<file path="src/rtl/serial_add_sched.sv">
// Round-robin scheduler sharing one serial adder between NREQ requesters.
// One operation is in flight at a time. The sum is returned tagged with the
// requester index over a valid/ready result port.
module serial_add_sched #(
    parameter int SIZE = 8,
    parameter int NREQ = 4,
    parameter int LAT  = 10,
    parameter int IDW  = 2
) (
    input  logic                 CLK,
    input  logic                 RST,
    input  logic [NREQ-1:0]      REQ,
    input  logic [NREQ*SIZE-1:0] A_IN,
    input  logic [NREQ*SIZE-1:0] B_IN,
    output logic [NREQ-1:0]      GNT,
    output logic                 ADD_START,
    output logic [SIZE-1:0]      ADD_A,
    output logic [SIZE-1:0]      ADD_B,
    input  logic [SIZE:0]        ADD_SUM,
    output logic                 RES_VALID,
    output logic [IDW-1:0]       RES_ID,
    output logic [SIZE:0]        RES_SUM,
    input  logic                 RES_READY,
    output logic                 BUSY
);

    localparam int CW = $clog2(LAT + 1);

    typedef enum logic [1:0] {
        IDLE,
        LAUNCH,
        RUN,
        HOLD
    } state_t;

    state_t          state;
    state_t          state_nxt;
    logic [IDW-1:0]  ptr;
    logic [IDW-1:0]  ptr_nxt;
    logic [CW-1:0]   cnt;
    logic [IDW-1:0]  sel;
    logic [IDW-1:0]  sel_hi;
    logic [IDW-1:0]  sel_lo;
    logic            found_hi;
    logic            found_lo;
    logic [SIZE-1:0] op_a;
    logic [SIZE-1:0] op_b;
    logic            cnt_done;

    // Round-robin pick: first request at or above ptr, else the lowest request
    // overall (which must then lie below ptr), giving the rotating search order.
    always_comb begin
        found_hi = 1'b0;
        found_lo = 1'b0;
        sel_hi   = '0;
        sel_lo   = '0;
        for (int unsigned j = 0; j < NREQ; j++) begin
            if (REQ[j]) begin
                if (!found_hi && (j >= 32'(ptr))) begin
                    found_hi = 1'b1;
                    sel_hi   = IDW'(j);
                end
                if (!found_lo) begin
                    found_lo = 1'b1;
                    sel_lo   = IDW'(j);
                end
            end
        end
        sel     = found_hi ? sel_hi : sel_lo;
        ptr_nxt = (32'(sel) == 32'(NREQ - 1)) ? '0 : sel + IDW'(1);
    end

    // Operand slice of the selected requester.
    always_comb begin
        op_a = '0;
        op_b = '0;
        for (int unsigned j = 0; j < NREQ; j++) begin
            if (IDW'(j) == sel) begin
                op_a = A_IN[j*SIZE +: SIZE];
                op_b = B_IN[j*SIZE +: SIZE];
            end
        end
    end

    assign cnt_done = (cnt == CW'(LAT));

    // State register.
    always_ff @(posedge CLK or negedge RST) begin
        if (!RST) begin
            state <= IDLE;
        end else begin
            state <= state_nxt;
        end
    end

    // Next-state and strobe outputs; GNT is gated by RST so no grant leaks during reset.
    always_comb begin
        state_nxt = state;
        GNT       = '0;
        ADD_START = 1'b0;
        RES_VALID = 1'b0;
        BUSY      = 1'b1;
        case (state)
            IDLE: begin
                BUSY = 1'b0;
                if (found_lo && RST) begin
                    GNT       = NREQ'(1) << sel;
                    state_nxt = LAUNCH;
                end
            end
            LAUNCH: begin
                ADD_START = 1'b1;
                state_nxt = RUN;
            end
            RUN: begin
                if (cnt_done) begin
                    state_nxt = HOLD;
                end
            end
            HOLD: begin
                RES_VALID = 1'b1;
                if (RES_READY) begin
                    state_nxt = IDLE;
                end
            end
            default: state_nxt = IDLE;
        endcase
    end

    // Datapath registers: operand capture at grant, latency count, sum capture.
    always_ff @(posedge CLK or negedge RST) begin
        if (!RST) begin
            ptr     <= '0;
            cnt     <= '0;
            ADD_A   <= '0;
            ADD_B   <= '0;
            RES_ID  <= '0;
            RES_SUM <= '0;
        end else begin
            case (state)
                IDLE: begin
                    if (found_lo) begin
                        ADD_A  <= op_a;
                        ADD_B  <= op_b;
                        RES_ID <= sel;
                        ptr    <= ptr_nxt;
                    end
                end
                LAUNCH: begin
                    cnt <= CW'(1);
                end
                RUN: begin
                    if (cnt_done) begin
                        RES_SUM <= ADD_SUM;
                    end else begin
                        cnt <= cnt + CW'(1);
                    end
                end
                default: ;
            endcase
        end
    end

endmodule

</file>
<file path="config.mk">
export PLATFORM = sky130hd
export DESIGN_NAME = serial_add_sched
export DESIGN_NICKNAME = d
export VERILOG_FILES = /design/src/rtl/serial_add_sched.sv
export SDC_FILE = /design/constraint.sdc
export NUM_CORES = 1
export LEC_CHECK = 0
export CAP_MARGIN = 20
export CORE_MARGIN = 2
export CORE_UTILIZATION = 25
export DETAILED_ROUTE_END_ITERATION = 16
export DONT_BUFFER_PORTS = 1
export PLACE_DENSITY_LB_ADDON = 0.15
export SYNTH_ARGS = -nofsm -noshare
export SYNTH_HDL_FRONTEND = slang
export SYNTH_SLANG_ARGS = --single-unit
</file>
<file path="constraint.sdc">
create_clock -name CLK -period 3.87 [get_ports CLK]
set_input_delay 0.5805 -clock CLK [delete_from_list [all_inputs] [get_ports CLK]]
set_output_delay 0.5805 -clock CLK [all_outputs]
set_load 0.005 [all_outputs]
</file>
; After elaboration in Yosys (flattened, before gate mapping)
; Index checks and enable logic that the tools add are counted.
[word_totals]
regBits = 35
in_bits = 80
out_inout_bits = 34
elab_cells = 81
[classes]
n_addsub = 2
n_lt_le_gt_ge = 3
n_eq_ne = 12
n_shift = 1
mux = 44
reduce_logical = 12
[op_table]
columns = operator, count
row1 = 8-bit 2-to-1 mux, 8
row2 = 2-bit 2-to-1 mux, 13
row3 = 1-bit 2-to-1 mux, 18
row4 = 4-bit 2-to-1 mux, 3
row5 = 2-bit inequality test (second input constant), 4
row6 = 2-bit one-hot mux with 4 select lines, 1
row7 = 4-bit one-hot mux with 2 select lines, 1
row8 = 2-bit equality test (second input constant), 3
row9 = 2-bit AND reduction, 3
row10 = 4-bit by 1-bit adder with 4-bit output (second input constant), 1
row11 = 2-bit equality test (first input constant), 2
row12 = 4-bit equality test (second input constant), 1
row13 = 1-bit by 2-bit >= comparator with 1-bit output (first input constant), 2
row14 = 2-bit logical NOT, 2
row15 = 1-bit by 2-bit << shifter with 4-bit output (first input constant), 1
row16 = 1-bit logical AND, 3
row17 = 3-bit AND reduction, 1
row18 = 2-bit by 1-bit adder with 2-bit output (second input constant), 1
row19 = 1-bit by 2-bit equality test with 1-bit output (first input constant), 1
row20 = 2-bit by 1-bit equality test with 1-bit output (second input constant), 1
row21 = 2-bit >= comparator (first input constant), 1
row22 = 1-bit logical NOT, 2
row23 = 2-bit nonzero test, 1

; Depth between registers and ports, before layout
; Gate-level depths: netlist of run 1.
[logic_depth]
ltp_word = 19
ltp_mapped = 9
depth_no_buf = 7

; Least setup slack after synthesis of run 1
; Ideal clock, no wire load.
[synth_timing]
kind = input port to output port
start = input port REQ[3]
end = output port GNT[1]
arrival_ns = 1.876
slack_ns = 1.414
stages = 6
n_path_buf = 2
cell_sequence = o2bb2ai_1 > o31ai_1 > ha_1 > buf_2 > buf_2 > and3_1
[synth_between]
elab_chain_cells = 5
word_cells_on_any_way = 9
[synth_lines]
columns = item, line_no
row1 = start: declaration, 12  ; input logic [NREQ-1:0] REQ,
row2 = 2-bit 2-to-1 mux or 1-bit 2-to-1 mux (tied branches), 58  ; if (REQ[j]) begin
row3 = 2-bit 2-to-1 mux, 69  ; sel = found_hi ? sel_hi : sel_lo;
row4 = 1-bit by 2-bit << shifter with 4-bit output, 107  ; GNT = NREQ'(1) << sel;
row5 = 4-bit 2-to-1 mux *, 106  ; if (found_lo && RST) begin
row6 = 4-bit 2-to-1 mux *, 103  ; case (state)
row7 = end: declaration, 15  ; output logic [NREQ-1:0] GNT,
; Mark *: on every way between the ends. The rest lies on a longest branch, timed or not.

; Worst setup path after layout of run 1
[layout_timing]
start = register ptr[1]
end = output port GNT[1]
[layout_between]
elab_chain_cells = 17
word_cells_on_any_way = 24
[layout_lines]
columns = item, line_no
row1 = start: declaration, 38  ; logic [IDW-1:0] ptr;
row2 = start signal: assignment, 146  ; ptr <= ptr_nxt;
row3 = 1-bit by 2-bit >= comparator with 1-bit output, 59  ; if (!found_hi && (j >= 32'(ptr))) begin
row4 = 1-bit 2-to-1 mux, 59
row5 = 1-bit 2-to-1 mux, 58
row6 = 1-bit logical NOT, 59
row7 = 1-bit logical AND, 59
row8 = 1-bit 2-to-1 mux, 59
row9 = 1-bit 2-to-1 mux, 58
row10 = 1-bit logical NOT, 59
row11 = 1-bit logical AND, 59
row12 = 2-bit 2-to-1 mux or 1-bit 2-to-1 mux (tied branches), 59
row13 = 2-bit 2-to-1 mux or 1-bit 2-to-1 mux (tied branches), 58
row14 = 2-bit 2-to-1 mux, 59
row15 = 2-bit 2-to-1 mux, 58
row16 = 2-bit 2-to-1 mux *, 69
row17 = 1-bit by 2-bit << shifter with 4-bit output *, 107
row18 = 4-bit 2-to-1 mux *, 106
row19 = 4-bit 2-to-1 mux *, 103
; Marked as above.

==> results of run 1 <==
[metrics by stage]
stage | instance area, sq um | util
after floorplan | 2010 | -
after global placement | 2100 | 0.270
after detailed placement | 2100 | 0.270
after CTS | 2230 | 0.287
after global routing | 2230 | 0.287
final | 2230 | 0.287
[path summary, 6_finish.rpt]
| kind | startpoint | endpoint | cells after the start |
|---|---|---|---|
| min in group CLK | ADD_SUM[2] | RES_SUM[2] | 1 |
| worst max-delay path | ptr[1] | GNT[1] | 5 |
| worst max register to register | ptr[1] | ADD_A[6] | 6 |
| max in group asynchronous | RST | RES_SUM[6] | 1 |
| worst min register to register | ADD_A[4] | ADD_A[4] | 2 |
| worst min-delay path | RST | ADD_B[6] | 1 |
[cells by family after synthesis]
group / after synthesis
simple gates: 52
mux: 13
compound gates: 63
xor+xnor: 1
flops: 35
buf+inv: 19
fa+ha+maj: 10
[cells in the mapped netlist, drive strengths merged (5+ instances only)]
cell type  number
o22ai          15
and3            5
inv             7
and3b           7
ha             10
a211oi          8
mux2           10
nand2          21
a221oi         10
dfrtp          35
buf            10
o31ai          16
[sequential cells by signal, indices dropped and copies added (netlist names)]
register / count
RES_SUM: 9
state: 2
ptr: 2
cnt: 4
RES_ID: 2
ADD_A: 8
ADD_B: 8
[metal layers]
metal | routed length, um | vias up | GRT usage | share of wire
met2 | 2570 | 82 | 0.197 | 0.45
met1 | 2540 | 738 | 0.172 | 0.44
li1 | - | 742 | - | -
met3 | 562 | 5 | 0.0516 | 0.098
met5 | 0 | - | 0 | 0
met4 | 49 | 0 | 0.0302 | 0.0086
[power groups by stage]
stage | clock [mW] | sequential [mW] | combinational [mW]
2_1_floorplan | 0 | 0.654 | 0.678
3_3_place_gp | 0 | 0.705 | 0.822
3_5_place_dp | 0 | 0.704 | 0.832
4_1_cts | 0.357 | 0.697 | 0.845
5_1_grt | 0.374 | 0.721 | 0.934
6_report | 0.337 | 0.691 | 0.820
[critical path, stage by stage (launching register included)]
cell     delay [ns]
dfrtp_1        0.44
nor2b_1        0.17
o31ai_1        0.50
ha_1           0.24
buf_4          0.26
and3_1         0.24
[timing repair]
item                      4_1_cts  5_1_grt
hold endpoints to repair       35        0
hold buffers                    1        0
resized for setup               0        0
[layout make-up]
type | count | share of cell area
Multi-Input combinational cell | 139 | 0.473
Sequential cell | 35 | 0.392
Tap cell | 102 | 0.0572
Clock buffer | 5 | 0.0308
Clock inverter | 3 | 0.0196
Timing Repair Buffer | 3 | 0.0157
Inverter | 7 | 0.0118
==> flow_metrics.tcl, run 1 <==
set metrics [dict create \
    vias 1567 \
    setup_violations 0 \
    synth_top_cells_by_area "dfrtp_1 (44%), ha_1 (6.2%), o31ai_1 (6.0%)" \
    yosysSeqAreaShare 0.437 \
    fin_crit_ns 2.72 \
    antenna_cells 0 \
    cts.sinks 35 \
    clockBufferDepth 2 \
    async_reset_ff_frac 1.00 \
    synthMuxAreaShare 0.0711 \
    rsz0062_at_grt "false" \
    pwr-share-clk 0.182 \
    grt_pass1_wl_mm 8.65 \
    p_leak_nw 0.965 \
    vdd_drop_max_mv 0.307 \
    slew_viol_final 0 \
    seq_power_share 0.374 \
    die_y_um 93.6 \
    io_buffers 0 \
    cts_tree "yes" \
    htree_levels 2 \
    netlist_area_sq_um 2010 \
    mostFrequentLayoutCell "dfrtp_1" \
    yosysWarnings 0 \
    fin_cells 294 \
    multiInputGateArea_sq_um 1050 \
    critPathLaunchType "register" \
    yosysTopAreaCell "dfrtp_1" \
    fin_tns_setup_ns 0 \
    vias_per_cell 5.33 \
    fin_ws_ns 1.15 \
    period_share 0.703 \
    antenna_found_initial 0 \
    cts_setup_buffers 0 \
    cp.required_ns 3.29 \
    synth_edf_count 0 \
    clock-skew-final_ns 0.00692 \
    grt_usage 0.129 \
    grt_max_degree 39 \
    switching_share 0.410 \
    synth_area_per_cell_sq_um 10.4 \
    maxSlewHeadroom 0.528 \
    synth_xor_area_frac 0.00437 \
    synthSimpleGateAreaFrac 0.142 \
    synth.distinct_cells 38 \
    fin_total_pwr_mw 1.85 \
    drtPass1Iterations 4 \
    ys_ff_latch 35 \
    worst_slew_pin_slew_ns 0.706 \
    drc_errors 0 \
    dp_slack_ns 1.09 \
    hold_viol 0 \
    worstSetupPathType "register to output pin" \
    worstSetupEndpointType "output pin" \
    rows 32 \
    clkTransAtPathRegs_ns 0.08 \
    gp_congestion 0.710 \
    cp_max_fo 25 \
    status "finished clean" \
    n_fill_cell 834 \
    postRouteAntennaNets 0 \
    fmax_ghz 0.368 \
    seqCellArea_sq_um 876 \
    hold_class "primary input to asynchronous set/reset pin" \
    arrival_ns 2.14 \
    die_x_um 93.6 \
    area_delta_synth_final_pct 11.3 \
    syn_nets 283 \
    synth_fa_ha_area_frac 0.0624 \
    nets 281 \
    drv_cap 0 \
    internal-power_mw 1.09 \
    drt_iter0_markers 44 \
    synth_top_family_by_area "compound AO/OA/AOI/OAI gates" \
    core_area_sq_um 7770 \
    start_util 0.258 \
    syn_inst 193 \
    synth_compound_area_frac 0.240 \
    p_comb_frac 0.444 \
    die_area_sq_um 8760 \
    switchingPower_mw 0.758 \
    drt-total-wl_mm 5.72 \
    drive_gt1_frac 0.115 \
    rrSetupSlack_ns 1.18 \
    root_buffer "clkbuf_8" \
    grt-ovfl-total 0 \
    boundaryPins 114 \
    wire_per_inst_um 19.5 \
    yosys.area.top_type_share 0.437 \
    ys.flop_type "dfrtp_1" \
    final_cell_mix "dfrtp_1 (35), nand2_1 (21), o31ai_1 (16)" \
    hold-worst-slack_ns 0.126 \
    numCtsBuffers 5 \
    pwr_density_cell_nw_per_um2 828 \
    grt_pass1_vias 1593 \
    dp_hpwl_mm 4.12 \
    clock_latency_ns 0.29 \
    placed_cells 285 \
]
No activity file was read; power rests on OpenSTA's default activity.
==> run 2, diff against run 1 <==
ABC_AREA = 1   (was unset)
clock period = 2.7 ns   (was 3.87 ns; I/O delays follow)
==> flow_metrics.tcl, run 2 <==
set metrics [dict create \
    status "finished clean" \
    die_area_sq_um 10300 \
    yosysWarnings 0 \
    grt_usage 0.124 \
    vdd_drop_max_mv 0.340 \
    slowest_delay_ns 0.41 \
    fin_util 0.275 \
    rows 35 \
    cp_max_fo 17 \
    clock_latency_ns 0.29 \
    maxSlewHeadroom 0.763 \
    drc_errors 0 \
    die_x_um 101 \
    cts_tree "yes" \
    yosysTopAreaCell "dfrtp_1" \
    grt_max_degree 36 \
    worst_slew_pin_slew_ns 0.356 \
    clockBufferDepth 2 \
    drt_iter0_markers 52 \
    critPathLaunchType "register" \
    drv_cap 0 \
    yosys.area.top_type_share 0.370 \
    regMostFlops "RES_SUM" \
    crit_chain "nor2_1 -> inv_1 -> nand2_1 -> nand2_1 -> inv_1 -> ha_2 -> inv_6 -> nor2_1" \
    ys_ff_latch 35 \
    whs_path_depth 2 \
    synth_common_cells "nand2_1 (164), nor2_1 (42), dfrtp_1 (35), nand3_1 (22)" \
    slew_viol_final 0 \
    antenna_cells 0 \
    antenna_found_initial 0 \
    netlist_area_sq_um 2360 \
    clkTransAtPathRegs_ns 0.07 \
    largest_reg_flops 9 \
    synth_edf_count 0 \
    worstSetupEndpointType "output pin" \
    critPathSlowestCell "dfrtp_1" \
    vias_per_cell 4.51 \
    fin_crit_ns 2.30 \
    drive_gt1_frac 0.0920 \
    grt_pass1_wl_mm 9.89 \
    synth.distinct_cells 23 \
    nets 438 \
    arrival_ns 1.90 \
    p_leak_nw 1.37 \
    synth_area_per_cell_sq_um 6.74 \
    n_fill_cell 1037 \
    rsz0062_at_grt "false" \
    synth_top_cells_by_area "dfrtp_1 (37%), nand2_1 (26%), nor2_1 (6.7%)" \
    postRouteAntennaNets 0 \
    pwr_density_cell_nw_per_um2 1060 \
    async_reset_ff_frac 1.00 \
    area_delta_synth_final_pct 6.98 \
    hold_viol 0 \
    drtPass1Iterations 4 \
    cts.sinks 35 \
    finalInstanceArea_sq_um 2530 \
    start_util 0.257 \
    synth.most_common_cell "nand2_1" \
    gp_congestion 0.746 \
    syn_inst 351 \
    root_buffer "clkbuf_8" \
    drt-total-wl_mm 6.51 \
    final_cell_mix "nand2_1 (164), nor2_1 (42), dfrtp_1 (35)" \
    r2r_cells 13 \
    wire_per_inst_um 14.2 \
    boundaryPins 114 \
    fin_tns_setup_ns 0 \
    clock-skew-final_ns 0.0121 \
    dpl_cell_area_sq_um 2410 \
    setup_violations 0 \
    worstSetupPathType "register to output pin" \
    grt_pass1_vias 1909 \
    yosysSeqAreaShare 0.370 \
    fmax_ghz 0.435 \
    syn_nets 441 \
    dp_hpwl_mm 4.88 \
    htree_levels 2 \
    hold_class "primary input to register" \
    core_area_sq_um 9200 \
    cp.required_ns 2.30 \
    fin_total_pwr_mw 2.68 \
    die_y_um 101 \
    grt-ovfl-total 0 \
    period_share 0.852 \
    io_buffers 0 \
    ys.flop_type "dfrtp_1" \
    top_regs "RES_SUM (9), ADD_A (8), ADD_B (8)" \
    vias 2071 \
    numCtsBuffers 5 \
    mostFrequentLayoutCell "nand2_1" \
]
## run 2: cell count changes after synthesis, moves of 15 or more
| cell | previous run | this run |
|---|---|---|
| o22ai_1 | 15 | 0 |
| a21oi_1 | 1 | 17 |
| nand2_1 | 21 | 164 |
| nand3_1 | 2 | 22 |
| nor2_1 | 3 | 42 |
| o31ai_1 | 16 | 0 |
## run 2: final timing paths
path / start / end / slack (ns)
min in group asynchronous: RST / ADD_B[0] / 0.55
worst max-delay path: ptr[1] / GNT[1] / 0.40
worst min-delay path: ADD_SUM[0] / RES_SUM[0] / 0.25
max in group asynchronous: RST / ADD_A[3] / 1.94
worst min register to register: RES_SUM[0] / RES_SUM[0] / 0.50
worst max register to register: ptr[1] / ADD_B[0] / 0.77
## run 2: cell type report
cell class / count / area, sq um / area share
Clock buffer: 6 / 82.6 / 0.0326
Clock inverter: 1 / 5.00 / 0.00198
Inverter: 22 / 90.1 / 0.0356
Multi-Input combinational cell: 277 / 1270 / 0.502
Sequential cell: 35 / 876 / 0.346
Tap cell: 111 / 139 / 0.0549
Timing Repair Buffer: 7 / 67.6 / 0.0267
## run 2: through the flow
step	hold WS [ns]	worst slack [ns]	cells
global placement	0.111	0.482	450
global route	0.246	0.202	459
detailed placement	0.111	0.449	450
finish	0.254	0.399	459
CTS	0.239	0.139	459
floorplan	0.109	0.820	351
## run 2: power by group
| part | internal, mW | switching [mW] |
|---|---|---|
| registers | 0.730 | 0.176 |
| clock network | 0.201 | 0.202 |
| logic | 0.460 | 0.916 |
## run 2: routing by layer
| metal | vias up | global-route usage | wire length, um |
|---|---|---|---|
| met5 | - | 0 | 0 |
| met4 | 0 | 0.0353 | 65 |
| met3 | 6 | 0.0407 | 647 |
| met2 | 83 | 0.198 | 2860 |
| met1 | 904 | 0.160 | 2940 |
| li1 | 1078 | - | - |
## run 2: critical path, delay by kind of cell, from the launching register on
family / cells / cell delay [ns]
adders and majority gates: 1 / 0.40
buffers and inverters: 3 / 0.29
DFF: 1 / 0.41
and+or+nand+nor: 4 / 0.49
## run 2: repair_timing
action	CTS	global route
setup endpoints to repair	0	1
hold buffers	2	0
buffers inserted	0	0
hold endpoints to repair	35	0
gates resized for setup	0	1
## run 2: cell families after synthesis
family | count (synthesis) | synth area share
flops | 35 | 0.370
simple gates | 245 | 0.436
fa+ha+maj | 10 | 0.0529
compound gates | 22 | 0.0471
buf+inv | 39 | 0.0936
==> run 3, diff against run 2 <==
CORE_UTILIZATION = 30   (was 25)
==> flow_metrics.tcl, run 3 (same netlist as run 2, synthesis figures left out) <==
set metrics [dict create \
    antenna_cells 0 \
    fmax_ghz 0.430 \
    die_area_sq_um 8610 \
    dpl_cell_area_sq_um 2390 \
    regMostFlops "RES_SUM" \
    seqCellArea_sq_um 876 \
    finalInstanceArea_sq_um 2540 \
    r2r_cells 11 \
    die_y_um 92.8 \
    startpoint "ptr[1]" \
    antenna_found_initial 0 \
    drt-total-wl_mm 6.25 \
    worst_slew_pin_slew_ns 0.660 \
    fin_util 0.330 \
    clkTransAtPathRegs_ns 0.09 \
    critPathLaunchType "register" \
    drt_iter0_markers 81 \
    hold_viol 0 \
    gp_congestion 0.719 \
    root_buffer "clkbuf_8" \
    area_delta_synth_final_pct 7.25 \
    cp.required_ns 2.30 \
    reg2reg_to "ADD_B[3]" \
    clock-skew-final_ns 0.0118 \
    worstSetupEndpointType "output pin" \
    htree_levels 2 \
    r2r-start "ptr[1]" \
    start_util 0.308 \
    p_leak_nw 1.38 \
    cts_setup_buffers 0 \
    boundaryPins 114 \
    n_fill_cell 855 \
    rrSetupSlack_ns 0.76 \
    fin_ws_ns 0.374 \
    status "finished clean" \
    dp_hpwl_mm 4.61 \
    arrival_ns 1.92 \
    fin_cells 450 \
    vias 2030 \
    drtPass1Iterations 4 \
    fin_crit_ns 2.33 \
    vdd_drop_max_mv 0.520 \
    cp_max_fo 17 \
    period_share 0.861 \
    multiInputGateArea_sq_um 1270 \
    pwr_density_cell_nw_per_um2 1090 \
    grt_usage 0.145 \
    placed_cells 440 \
    slew_viol_final 0 \
    hold-worst-slack_ns 0.243 \
    die_x_um 92.8 \
    fin_tns_setup_ns 0 \
    maxSlewHeadroom 0.560 \
    top_regs "RES_SUM (9), ADD_A (8), ADD_B (8)" \
    rows 32 \
    postRouteAntennaNets 0 \
    setup_violations 0 \
    wire_per_inst_um 13.9 \
    drive_gt1_frac 0.0920 \
    mostFrequentLayoutCell "nand2_1" \
    cts_tree "yes" \
    drv_cap 0 \
    clockBufferDepth 2 \
    cts.sinks 35 \
    hold_class "primary input to register" \
    rsz0062_at_grt "false" \
    numCtsBuffers 5 \
    clock_latency_ns 0.29 \
    core_area_sq_um 7690 \
    grt_pass1_vias 1960 \
    final_cell_mix "nand2_1 (164), nor2_1 (42), dfrtp_1 (35)" \
    largest_reg_flops 9 \
    dp_slack_ns 0.402 \
    worstSetupPathType "register to output pin" \
    crit_path_end "GNT[1]" \
    drc_errors 0 \
    grt_max_degree 36 \
    nets 437 \
    io_buffers 0 \
    vias_per_cell 4.51 \
    fin_total_pwr_mw 2.76 \
    grt-ovfl-total 0 \
    grt_pass1_wl_mm 9.81 \
]
[run 3: report_power, final]
part	internal, mW	switching, mW
sequential	0.729	0.168
combinational	0.455	0.917
clock	0.275	0.215
total	1.46	1.30
[run 3: timing repair]
| item | in CTS | in global routing |
|---|---|---|
| hold buffers | 2 | 0 |
| resized for setup | 0 | 1 |
| endpoints found under the setup margin | 0 | 1 |
| hold endpoints to repair | 35 | 0 |
[run 3: worst min path at each step]
stage                           from          to  slack (ns)  cells past startpoint
after global routing      ADD_SUM[5]  RES_SUM[5]        0.23                      2
after CTS                 ADD_SUM[1]  RES_SUM[1]        0.23                      2
after detailed placement         RST    ADD_B[1]        0.11                      0
after global placement           RST    ADD_B[1]        0.11                      0
after floorplan                  RST    ADD_A[0]        0.11                      0
final                     ADD_SUM[1]  RES_SUM[1]        0.24                      2
[run 3: layer usage]
layer | wire, um | vias to the layer above | GRT usage
met4 | 64 | 0 | 0.0404
met2 | 2840 | 74 | 0.240
li1 | - | 1077 | -
met5 | 0 | - | 0
met3 | 571 | 6 | 0.0439
met1 | 2780 | 873 | 0.182
[run 3: worst max-delay path: stages, from the launching register on]
cell     delay (ns)
dfrtp_1        0.41
nor3_1         0.26
nor2_1         0.09
nand2_1        0.12
ha_2           0.45
inv_6          0.14
nor2_1         0.17
[run 3: final cells by class]
class / count / area share
inverter: 22 / 0.0355
tap: 102 / 0.0503
sequential: 35 / 0.345
clock inverter: 3 / 0.0173
multi-input combinational: 277 / 0.501
timing repair buffer: 6 / 0.0237
clock buffer: 5 / 0.0271
